## src/rtl/alu_control_sequencer.sv

```systemverilog
// rtl/alu_control_sequencer.sv - hardwired fetch/decode/execute control unit for a three-operand ALU datapath (optional: CTRL_SINGLE_STEP_EN)
module alu_control_sequencer #(
    parameter int CNT_W = 16
) (
    input  logic             clock,
    input  logic             reset,
    input  logic             run,
    input  logic             step,
    input  logic             mem_ready,
    input  logic [31:0]      ir,
    output logic             PCout,
    output logic             Zlowout,
    output logic             MDRout,
    output logic             MARin,
    output logic             Zin,
    output logic             PCin,
    output logic             MDRin,
    output logic             IRin,
    output logic             Yin,
    output logic             IncPC,
    output logic             Read,
    output logic             Gra,
    output logic             Grb,
    output logic             Grc,
    output logic             Rin,
    output logic             Rout,
    output logic             ADD,
    output logic             SUB,
    output logic             AND,
    output logic             OR,
    output logic             halted,
    output logic             illegal,
    output logic [CNT_W-1:0] retired
);

    localparam logic [3:0] S_IDLE      = 4'd0;
    localparam logic [3:0] S_T0        = 4'd1;
    localparam logic [3:0] S_T1        = 4'd2;
    localparam logic [3:0] S_T2        = 4'd3;
    localparam logic [3:0] S_T3        = 4'd4;
    localparam logic [3:0] S_T4        = 4'd5;
    localparam logic [3:0] S_T5        = 4'd6;
    localparam logic [3:0] S_HALTED    = 4'd7;
`ifdef CTRL_SINGLE_STEP_EN
    localparam logic [3:0] S_STEP_WAIT = 4'd8;
`endif

    localparam logic [4:0] OP_ADD  = 5'b00011;
    localparam logic [4:0] OP_SUB  = 5'b00100;
    localparam logic [4:0] OP_AND  = 5'b00101;
    localparam logic [4:0] OP_OR   = 5'b00110;
    localparam logic [4:0] OP_NOP  = 5'b01111;
    localparam logic [4:0] OP_HALT = 5'b11011;

    logic [3:0] r_state;
    logic [3:0] w_next;
    logic [4:0] w_op;
    logic       w_is_add;
    logic       w_is_sub;
    logic       w_is_and;
    logic       w_is_or;
    logic       w_is_alu;
    logic       w_is_nop;
    logic       w_is_halt;
    logic       w_is_illegal;
    logic       w_unused;

    // Register-number fields are consumed by the datapath via Gra/Grb/Grc,
    // and step only matters in the single-step build.
    assign w_unused = &{1'b0, step, ir[26:0]};

    assign w_op         = ir[31:27];
    assign w_is_add     = (w_op == OP_ADD);
    assign w_is_sub     = (w_op == OP_SUB);
    assign w_is_and     = (w_op == OP_AND);
    assign w_is_or      = (w_op == OP_OR);
    assign w_is_alu     = w_is_add | w_is_sub | w_is_and | w_is_or;
    assign w_is_nop     = (w_op == OP_NOP);
    assign w_is_halt    = (w_op == OP_HALT);
    assign w_is_illegal = ~(w_is_alu | w_is_nop | w_is_halt);

    // Next-state selection; run is only looked at in IDLE, T3 exits and T5.
    always_comb begin
        w_next = r_state;
        case (r_state)
            S_IDLE:   w_next = run ? S_T0 : S_IDLE;
            S_T0:     w_next = S_T1;
            S_T1:     w_next = mem_ready ? S_T2 : S_T1;
            S_T2:     w_next = S_T3;
            S_T3: begin
                if (w_is_alu)
                    w_next = S_T4;
                else if (w_is_halt)
                    w_next = S_HALTED;
                else
`ifdef CTRL_SINGLE_STEP_EN
                    w_next = S_STEP_WAIT;
`else
                    w_next = run ? S_T0 : S_IDLE;
`endif
            end
            S_T4:     w_next = S_T5;
`ifdef CTRL_SINGLE_STEP_EN
            S_T5:     w_next = S_STEP_WAIT;
            S_STEP_WAIT: begin
                if (!run)
                    w_next = S_IDLE;
                else if (step)
                    w_next = S_T0;
                else
                    w_next = S_STEP_WAIT;
            end
`else
            S_T5:     w_next = run ? S_T0 : S_IDLE;
`endif
            S_HALTED: w_next = S_HALTED;
            default:  w_next = S_IDLE;
        endcase
    end

    // State register; reset drops straight to IDLE so the decoded strobes clear at once.
    always_ff @(posedge clock or posedge reset) begin
        if (reset)
            r_state <= S_IDLE;
        else
            r_state <= w_next;
    end

    // Retired-instruction counter, bumped as each ALU instruction leaves T5; wraps naturally.
    always_ff @(posedge clock or posedge reset) begin
        if (reset)
            retired <= '0;
        else if (r_state == S_T5)
            retired <= retired + 1'b1;
    end

    // Moore strobe decode from the state register and the latched IR.
    always_comb begin
        PCout   = 1'b0;
        Zlowout = 1'b0;
        MDRout  = 1'b0;
        MARin   = 1'b0;
        Zin     = 1'b0;
        PCin    = 1'b0;
        MDRin   = 1'b0;
        IRin    = 1'b0;
        Yin     = 1'b0;
        IncPC   = 1'b0;
        Read    = 1'b0;
        Gra     = 1'b0;
        Grb     = 1'b0;
        Grc     = 1'b0;
        Rin     = 1'b0;
        Rout    = 1'b0;
        ADD     = 1'b0;
        SUB     = 1'b0;
        AND     = 1'b0;
        OR      = 1'b0;
        case (r_state)
            S_T0: begin
                PCout = 1'b1;
                MARin = 1'b1;
                IncPC = 1'b1;
                Zin   = 1'b1;
            end
            S_T1: begin
                Zlowout = 1'b1;
                PCin    = 1'b1;
                Read    = 1'b1;
                MDRin   = 1'b1;
            end
            S_T2: begin
                MDRout = 1'b1;
                IRin   = 1'b1;
            end
            S_T3: begin
                // Operand fetch into Y is pointless for nop/halt/illegal.
                Grb  = w_is_alu;
                Rout = w_is_alu;
                Yin  = w_is_alu;
            end
            S_T4: begin
                Grc  = 1'b1;
                Rout = 1'b1;
                Zin  = 1'b1;
                ADD  = w_is_add;
                SUB  = w_is_sub;
                AND  = w_is_and;
                OR   = w_is_or;
            end
            S_T5: begin
                Zlowout = 1'b1;
                Gra     = 1'b1;
                Rin     = 1'b1;
            end
            default: ;
        endcase
    end

    assign halted  = (r_state == S_HALTED);
    assign illegal = (r_state == S_T3) && w_is_illegal;

endmodule

```

## config.mk

```make
export PLATFORM = sky130hd
export DESIGN_NAME = alu_control_sequencer
export DESIGN_NICKNAME = d
export VERILOG_FILES = /design/src/rtl/alu_control_sequencer.sv
export SDC_FILE = /design/constraint.sdc
export NUM_CORES = 1
export LEC_CHECK = 0
export ABC_CLOCK_PERIOD_IN_PS = 4400
export CORE_UTILIZATION = 38
export CTS_BUF_LIST = sky130_fd_sc_hd__clkbuf_4 sky130_fd_sc_hd__clkbuf_8 sky130_fd_sc_hd__clkbuf_16
export DETAILED_ROUTE_END_ITERATION = 12
export PLACE_DENSITY = 0.85
export RECOVER_POWER = 100
export SLEW_MARGIN = 15
export SYNTH_ARGS = -nofsm -noshare
export SYNTH_HDL_FRONTEND = slang
export SYNTH_SLANG_ARGS = --single-unit
```

## constraint.sdc

```tcl
create_clock -name clock -period 4.4 [get_ports clock]
set_input_delay 1.32 -clock clock [delete_from_list [all_inputs] [get_ports clock]]
set_output_delay 1.32 -clock clock [all_outputs]
set_load 0.005 [all_outputs]
```

==> results of run 1 <==
==> logic make-up (layout without fill, tap and decap cells) <==
family | count (synthesis) | in the layout | synth area share
AO/OA/AOI/OAI | 11 | 11 | 0.0714
XOR/XNOR | 16 | 16 | 0.127
adder cells (fa/ha/maj) | 1 | 1 | 0.0113
buffers and inverters | 12 | 58 | 0.0658
flip-flops | 19 | 19 | 0.431
AND/OR/NAND/NOR | 54 | 54 | 0.294
==> state kept, by name, indices dropped and copies added (netlist names) <==
name     count
r_state      3
retired     16
==> final cells by class <==
class                   count  area (um^2)  share of cell area
inverters                   2         7.51             0.00475
multi-input cells          82          528               0.334
well taps                  31         38.8              0.0246
repair buffers             52          502               0.318
clock buffers               3         22.5              0.0143
flip-flops and latches     19          475               0.301
clock inverters             1         5.00             0.00317
==> metal layers <==
| metal | up-vias | global-route usage | part of all wire |
|---|---|---|---|
| met1 | 504 | 0.202 | 0.43 |
| met4 | 0 | 0.0557 | 0.012 |
| met2 | 57 | 0.294 | 0.48 |
| met3 | 5 | 0.0326 | 0.079 |
| met5 | - | 0 | 0 |
| li1 | 485 | - | - |
==> power groups by stage <==
| stage | registers, uW | logic (uW) | clock network (uW) |
|---|---|---|---|
| after floorplan | 241 | 186 | 0 |
| after global placement | 271 | 285 | 0 |
| after detailed placement | 274 | 295 | 0 |
| after CTS | 271 | 296 | 89.5 |
| after global routing | 277 | 284 | 97.8 |
| final | 266 | 258 | 89.4 |
==> cells in the mapped netlist <==
| library cell | instances | area (um^2) |
|---|---|---|
| a211o_1 | 1 | 8.76 |
| a21boi_0 | 1 | 7.51 |
| a21o_1 | 1 | 7.51 |
| a21oi_1 | 2 | 10.0 |
| a311oi_1 | 1 | 8.76 |
| a31oi_1 | 1 | 6.26 |
| a32oi_1 | 1 | 8.76 |
| and3_1 | 2 | 12.5 |
| and3b_1 | 2 | 17.5 |
| and4_1 | 2 | 17.5 |
| buf_2 | 1 | 5.00 |
| buf_4 | 7 | 52.6 |
| clkbuf_1 | 2 | 7.51 |
| dfrtp_1 | 19 | 475 |
| ha_1 | 1 | 12.5 |
| inv_1 | 2 | 7.51 |
| nand2_1 | 11 | 41.3 |
| nand3_1 | 9 | 45.0 |
| nand3b_4 | 1 | 20.0 |
| nand4_1 | 5 | 31.3 |
| nand4_2 | 1 | 12.5 |
| nor2_1 | 7 | 26.3 |
| nor2b_1 | 5 | 31.3 |
| nor3_1 | 5 | 25.0 |
| nor3b_1 | 3 | 22.5 |
| nor4_4 | 1 | 21.3 |
| o21ai_0 | 1 | 5.00 |
| o21bai_1 | 1 | 7.51 |
| o22a_1 | 1 | 8.76 |
| xnor2_1 | 13 | 114 |
| xor2_1 | 3 | 26.3 |
==> worst max path at each step <==
stage	start	endpoint	slack [ns]	cells past startpoint
after floorplan	ir[29]	Rout	1.04	4
after global placement	ir[29]	illegal	0.08	7
after detailed placement	ir[29]	illegal	0.03	7
after CTS	ir[29]	illegal	0.03	7
after global routing	ir[28]	Rout	0.01	6
final	ir[28]	Rout	0.1	6
==> stage by stage <==
stage,hold slack (ns),setup slack [ns],util,std cells,total power [uW]
floorplan,0.468,1.04,-,113,427
global placement,0.462,0.0790,0.574,186,556
detailed placement,0.486,0.0297,0.574,186,570
CTS,0.506,0.0263,0.584,190,657
global route,0.513,0.0124,0.573,190,658
finish,0.492,0.0997,0.573,190,614
==> cell usage in the layout, fill, tap and decap left out <==
cell type        count
a31oi_1              1
dfrtp_1             19
nand2_1             11
and3_1               2
nor2b_1              5
clkdlybuf4s25_1      1
clkinv_2             1
xnor2_1             13
nor2_1               7
inv_1                2
a21boi_0             1
and4_1               2
o21ai_0              1
clkbuf_1             1
nor3_1               5
buf_4                5
clkdlybuf4s50_1     14
nand4_2              1
o21bai_1             1
and3b_1              2
nand3b_1             1
a21o_1               1
nand4_1              5
a32oi_1              1
a211o_1              1
nand3_1              9
xor2_1               3
nor4_1               1
o22a_1               1
ha_1                 1
a311oi_1             1
a21oi_1              2
dlygate4sd3_1       31
clkbuf_4             3
nor3b_1              3
==> results_dict.tcl, run 1 <==
set metrics [dict create \
    outcome "finished clean" \
    synth.yosys.seq_area_share 0.431 \
    slowest_delay_ns 0.53 \
    synth_cells 113 \
    drive_above_1_share 0.0629 \
    cts-root-buf "clkbuf_4" \
    p_comb_frac 0.421 \
    fp.dieW_um 55.9 \
    max_freq_mhz 233 \
    cp_max_fo 3 \
    yosys_warnings 0 \
    period_minus_slack_ns 4.30 \
    ctsResizeCount 0 \
    p_per_area_nw_per_um2 389 \
    design_area_um2 1580 \
    diodes 0 \
    cts_setup_buffers 0 \
    path_class "primary input to output port" \
    place_hpwl_um 1950 \
    ios 75 \
    pwr-share-seq 0.434 \
    internal-power_uw 392 \
    reg2reg_to "retired[15]" \
    p_leak_uw 0.000751 \
    slew_violations 0 \
    nets 198 \
    critPathLaunchType "primary input" \
    switching_share 0.361 \
    grt_start_max_net_pins 20 \
    switchingPower_uw 222 \
    antenna_found_initial 0 \
    finalSetupViolations 0 \
    rsz0062_at_grt "false" \
    totalWireLength_um 2570 \
    io_buffers 46 \
    cp_top_family "buffers and inverters" \
    tightest_slew_ns 0.813 \
    reg2reg_from "r_state[1]" \
    rrSetupSlack_ns 2.23 \
    detail_route.vias_per_cell 5.53 \
    detail-route-antenna-nets 0 \
    min_path_cells 1 \
    grt_pass1_wl_um 4240 \
    cts_tree "yes" \
    drcViolationCount 0 \
    insertion_delay_ns 0.30 \
    crit_arrival_ns 2.98 \
    clkTransAtPathRegs_ns 0.12 \
    fill_cells 246 \
    worstPathRequired_ns 3.08 \
    slew_headroom 0.453 \
    final.setup_skew_ns 0.0116 \
    path_buf_inv 2 \
    hp-class "flip-flop to flip-flop" \
    postCtsHoldBufs 0 \
    hold_start "retired[15]" \
    cpMaxStageDelayCell "clkdlybuf4s50_1" \
    syn2layout_area_growth_pct 43.1 \
    cap_violations 0 \
    core_area_um2 2760 \
    drt-initial-drc-count 22 \
    placed_area_um2 1580 \
    final-hold-violation-count 0 \
    path_cells "clkdlybuf4s50_1, and3b_1, o21ai_0, nor2b_1, nor3b_1, clkdlybuf4s50_1" \
    hold_end "retired[15]" \
    grt-ovfl-total 0 \
    path_common_cell "clkdlybuf4s50_1" \
    avgSynthCellArea_um2 9.77 \
    vias 1051 \
    start_util 0.400 \
    drt-wirelength-per-cell_um 13.5 \
    synth_area_um2 1100 \
    reg2reg_depth 4 \
    dr.pass1.iters 4 \
    timing.final.crit_share 0.977 \
    gp_congestion 0.897 \
    synthDistinctLibCells 31 \
    clk_path_buf_depth 2 \
    row_count 19 \
    ys_ff_latch 19 \
    dieArea_um2 3120 \
    grt_pass1_vias 980 \
    pwr-share-clk 0.146 \
    cts-buffers-inserted 3 \
    syn-num-nets 151 \
    tns_ns 0 \
    cp-end-kind "output port" \
    peakVddDrop_mv 0.301 \
    cts_num_sinks 19 \
    gr-usage-all-layers 0.166 \
    die_h_um 55.9 \
    htree_levels 1 \
]
No activity file was read; power rests on OpenSTA's default activity.
==> run 2, diff against run 1 <==
--- a/config.mk
+++ b/config.mk
@@ -5,11 +5,11 @@
 export SDC_FILE = /design/constraint.sdc
 export NUM_CORES = 1
 export LEC_CHECK = 0
-export ABC_CLOCK_PERIOD_IN_PS = 4400
-export CORE_UTILIZATION = 38
+export ABC_CLOCK_PERIOD_IN_PS = 4700
+export CORE_UTILIZATION = 35
 export CTS_BUF_LIST = sky130_fd_sc_hd__clkbuf_4 sky130_fd_sc_hd__clkbuf_8 sky130_fd_sc_hd__clkbuf_16
 export DETAILED_ROUTE_END_ITERATION = 12
-export PLACE_DENSITY = 0.85
+export PLACE_DENSITY = 0.79
 export RECOVER_POWER = 100
 export SLEW_MARGIN = 15
 export SYNTH_ARGS = -nofsm -noshare
==> constraint.sdc (replaced) <==
create_clock -name clock -period 4.7 [get_ports clock]
set_input_delay 1.41 -clock clock [delete_from_list [all_inputs] [get_ports clock]]
set_output_delay 1.41 -clock clock [all_outputs]
set_load 0.005 [all_outputs]
==> run 2 against run 1 <==
Compared with the run above:
- cell area decreased by 0.40%
- register-to-register slack improved by 0.35 ns
- combinational power decreased by 8.1%
- global-route usage decreased by 1.6 points
- clock skew decreased by 0.010 ns
- sequential cell count unchanged
- worst hold slack got worse by 0.012 ns
- non-clock buffer count decreased by 4
- utilization decreased by 5.3 points
- die area increased by 8.3%
- power decreased by 6.3%
- via count decreased by 4.7%
- critical path type unchanged
- critical endpoint unchanged
- largest power group unchanged
==> results_dict.tcl, run 2 (synthesis gave the netlist of run 1 again) <==
set metrics [dict create \
    cts_setup_buffers 0 \
    drive_above_1_share 0.0452 \
    core_area_um2 3030 \
    cts-buffers-inserted 3 \
    row_count 20 \
    cts-root-buf "clkbuf_4" \
    cp-end-kind "output port" \
    diodes 0 \
    final-hold-violation-count 0 \
    largest_reg_flops 16 \
    clkTransAtPathRegs_ns 0.11 \
    hp-class "flip-flop to flip-flop" \
    nets 194 \
    period_minus_slack_ns 4.53 \
    die_h_um 58.2 \
    p_per_area_nw_per_um2 366 \
    slew_violations 0 \
    grt_pass1_vias 918 \
    final_cells 199 \
    finalSetupViolations 0 \
    syn2layout_area_growth_pct 42.5 \
    htree_levels 1 \
    grt_pass1_wl_um 4060 \
    gr-usage-all-layers 0.151 \
    reg2reg_depth 4 \
    totalWireLength_um 2350 \
    reg_top3 "retired x16, r_state x3" \
    drt-initial-drc-count 36 \
    drcViolationCount 0 \
    layout_common_cells "33 x dlygate4sd3_1, 19 x dfrtp_1, 13 x xnor2_1" \
    clk_path_buf_depth 2 \
    min_path_cells 1 \
    detail-route-antenna-nets 0 \
    max_freq_mhz 221 \
    start_util 0.364 \
    top_register "retired" \
    tightest_slew_ns 0.764 \
    worstPathRequired_ns 3.29 \
    p_leak_uw 0.000757 \
    tns_ns 0 \
    outcome "finished clean" \
    antenna_found_initial 0 \
    slew_headroom 0.486 \
    dp.cells 195 \
    crit_arrival_ns 3.12 \
    place_hpwl_um 1790 \
    cts_tree "yes" \
    io_buffers 46 \
    detail_route.vias_per_cell 5.04 \
    timing.final.crit_share 0.964 \
    peakVddDrop_mv 0.197 \
    final_common_cell "dlygate4sd3_1" \
    insertion_delay_ns 0.30 \
    dr.pass1.iters 4 \
    cp_max_fo 4 \
    final.setup_skew_ns 0.00144 \
    dieArea_um2 3380 \
    cap_violations 0 \
    critPathLaunchType "primary input" \
    gp_congestion 0.774 \
    rsz0062_at_grt "false" \
    drt-wirelength-per-cell_um 11.8 \
    grt_start_max_net_pins 20 \
    fp.dieW_um 58.2 \
    cts_num_sinks 19 \
    vias 1002 \
    grt-ovfl-total 0 \
    path_class "primary input to output port" \
    ios 75 \
]
[run 2: cell count changes in the layout (fill, tap and decap cells not counted), sizes merged]
cell	before	now
dlygate4sd3	31	33
dlymetal6s2s	0	2
clkinv	1	0
clkdlybuf4s50	14	11
buf	5	0
clkdlybuf4s25	1	0
clkbuf	4	6
[run 2: cell type report]
class                      count  area [um^2]
clock buffer                   4         30.0
fill                         279         1460
inverter                       2         7.51
multi-input combinational     82          531
sequential                    19          475
tap                           44         55.1
timing repair buffer          48          474
[run 2: final timing paths]
kind | startpoint | end | slack, ns
min in group asynchronous | reset | retired[14] | 1.64
worst min-delay path | retired[15] | retired[15] | 0.48
worst max register to register | r_state[1] | retired[15] | 2.58
max in group asynchronous | reset | retired[4] | 2.63
worst max-delay path | ir[30] | Rout | 0.17
worst min register to register | retired[15] | retired[15] | 0.48
[run 2: power breakdown]
group | internal (uW) | switching, uW | total (uW) | leakage, uW
sequential | 190 | 58.3 | 249 | 0.000257
clock | 38.9 | 51.0 | 89.9 | 0.0000184
combinational | 144 | 93.1 | 237 | 0.000482
[run 2: metrics by stage]
stage               setup slack, ns   util  total power, uW  instance area, um^2  hold slack, ns
finish                        0.171  0.519              575                 1570           0.479
global route                 0.0325  0.519              620                 1570           0.510
CTS                          0.0903  0.528              616                 1600           0.485
detailed placement            0.102  0.518              528                 1570           0.466
global placement              0.123  0.518              520                 1570           0.462
floorplan                      1.16      -              399                 1100           0.468
[run 2: critical path, stage by stage]
cell	delay, ns
clkdlybuf4s50_1	0.49
nor2_2	0.20
o21ai_0	0.14
nor2b_1	0.16
nor3b_1	0.18
clkdlybuf4s50_1	0.54
[run 2: what timing repair did]
item                       4_1_cts  5_1_grt
gates resized for setup          0        3
hold buffers                     0        0
setup endpoints to repair        0        1
[run 2: per-layer routing]
metal  track usage  part of all wire  vias to the layer above
met5             0                 0                        -
met4        0.0442             0.011                        0
li1              -                 -                      476
met2         0.256              0.45                       54
met1         0.199              0.45                      470
met3        0.0223             0.088                        2
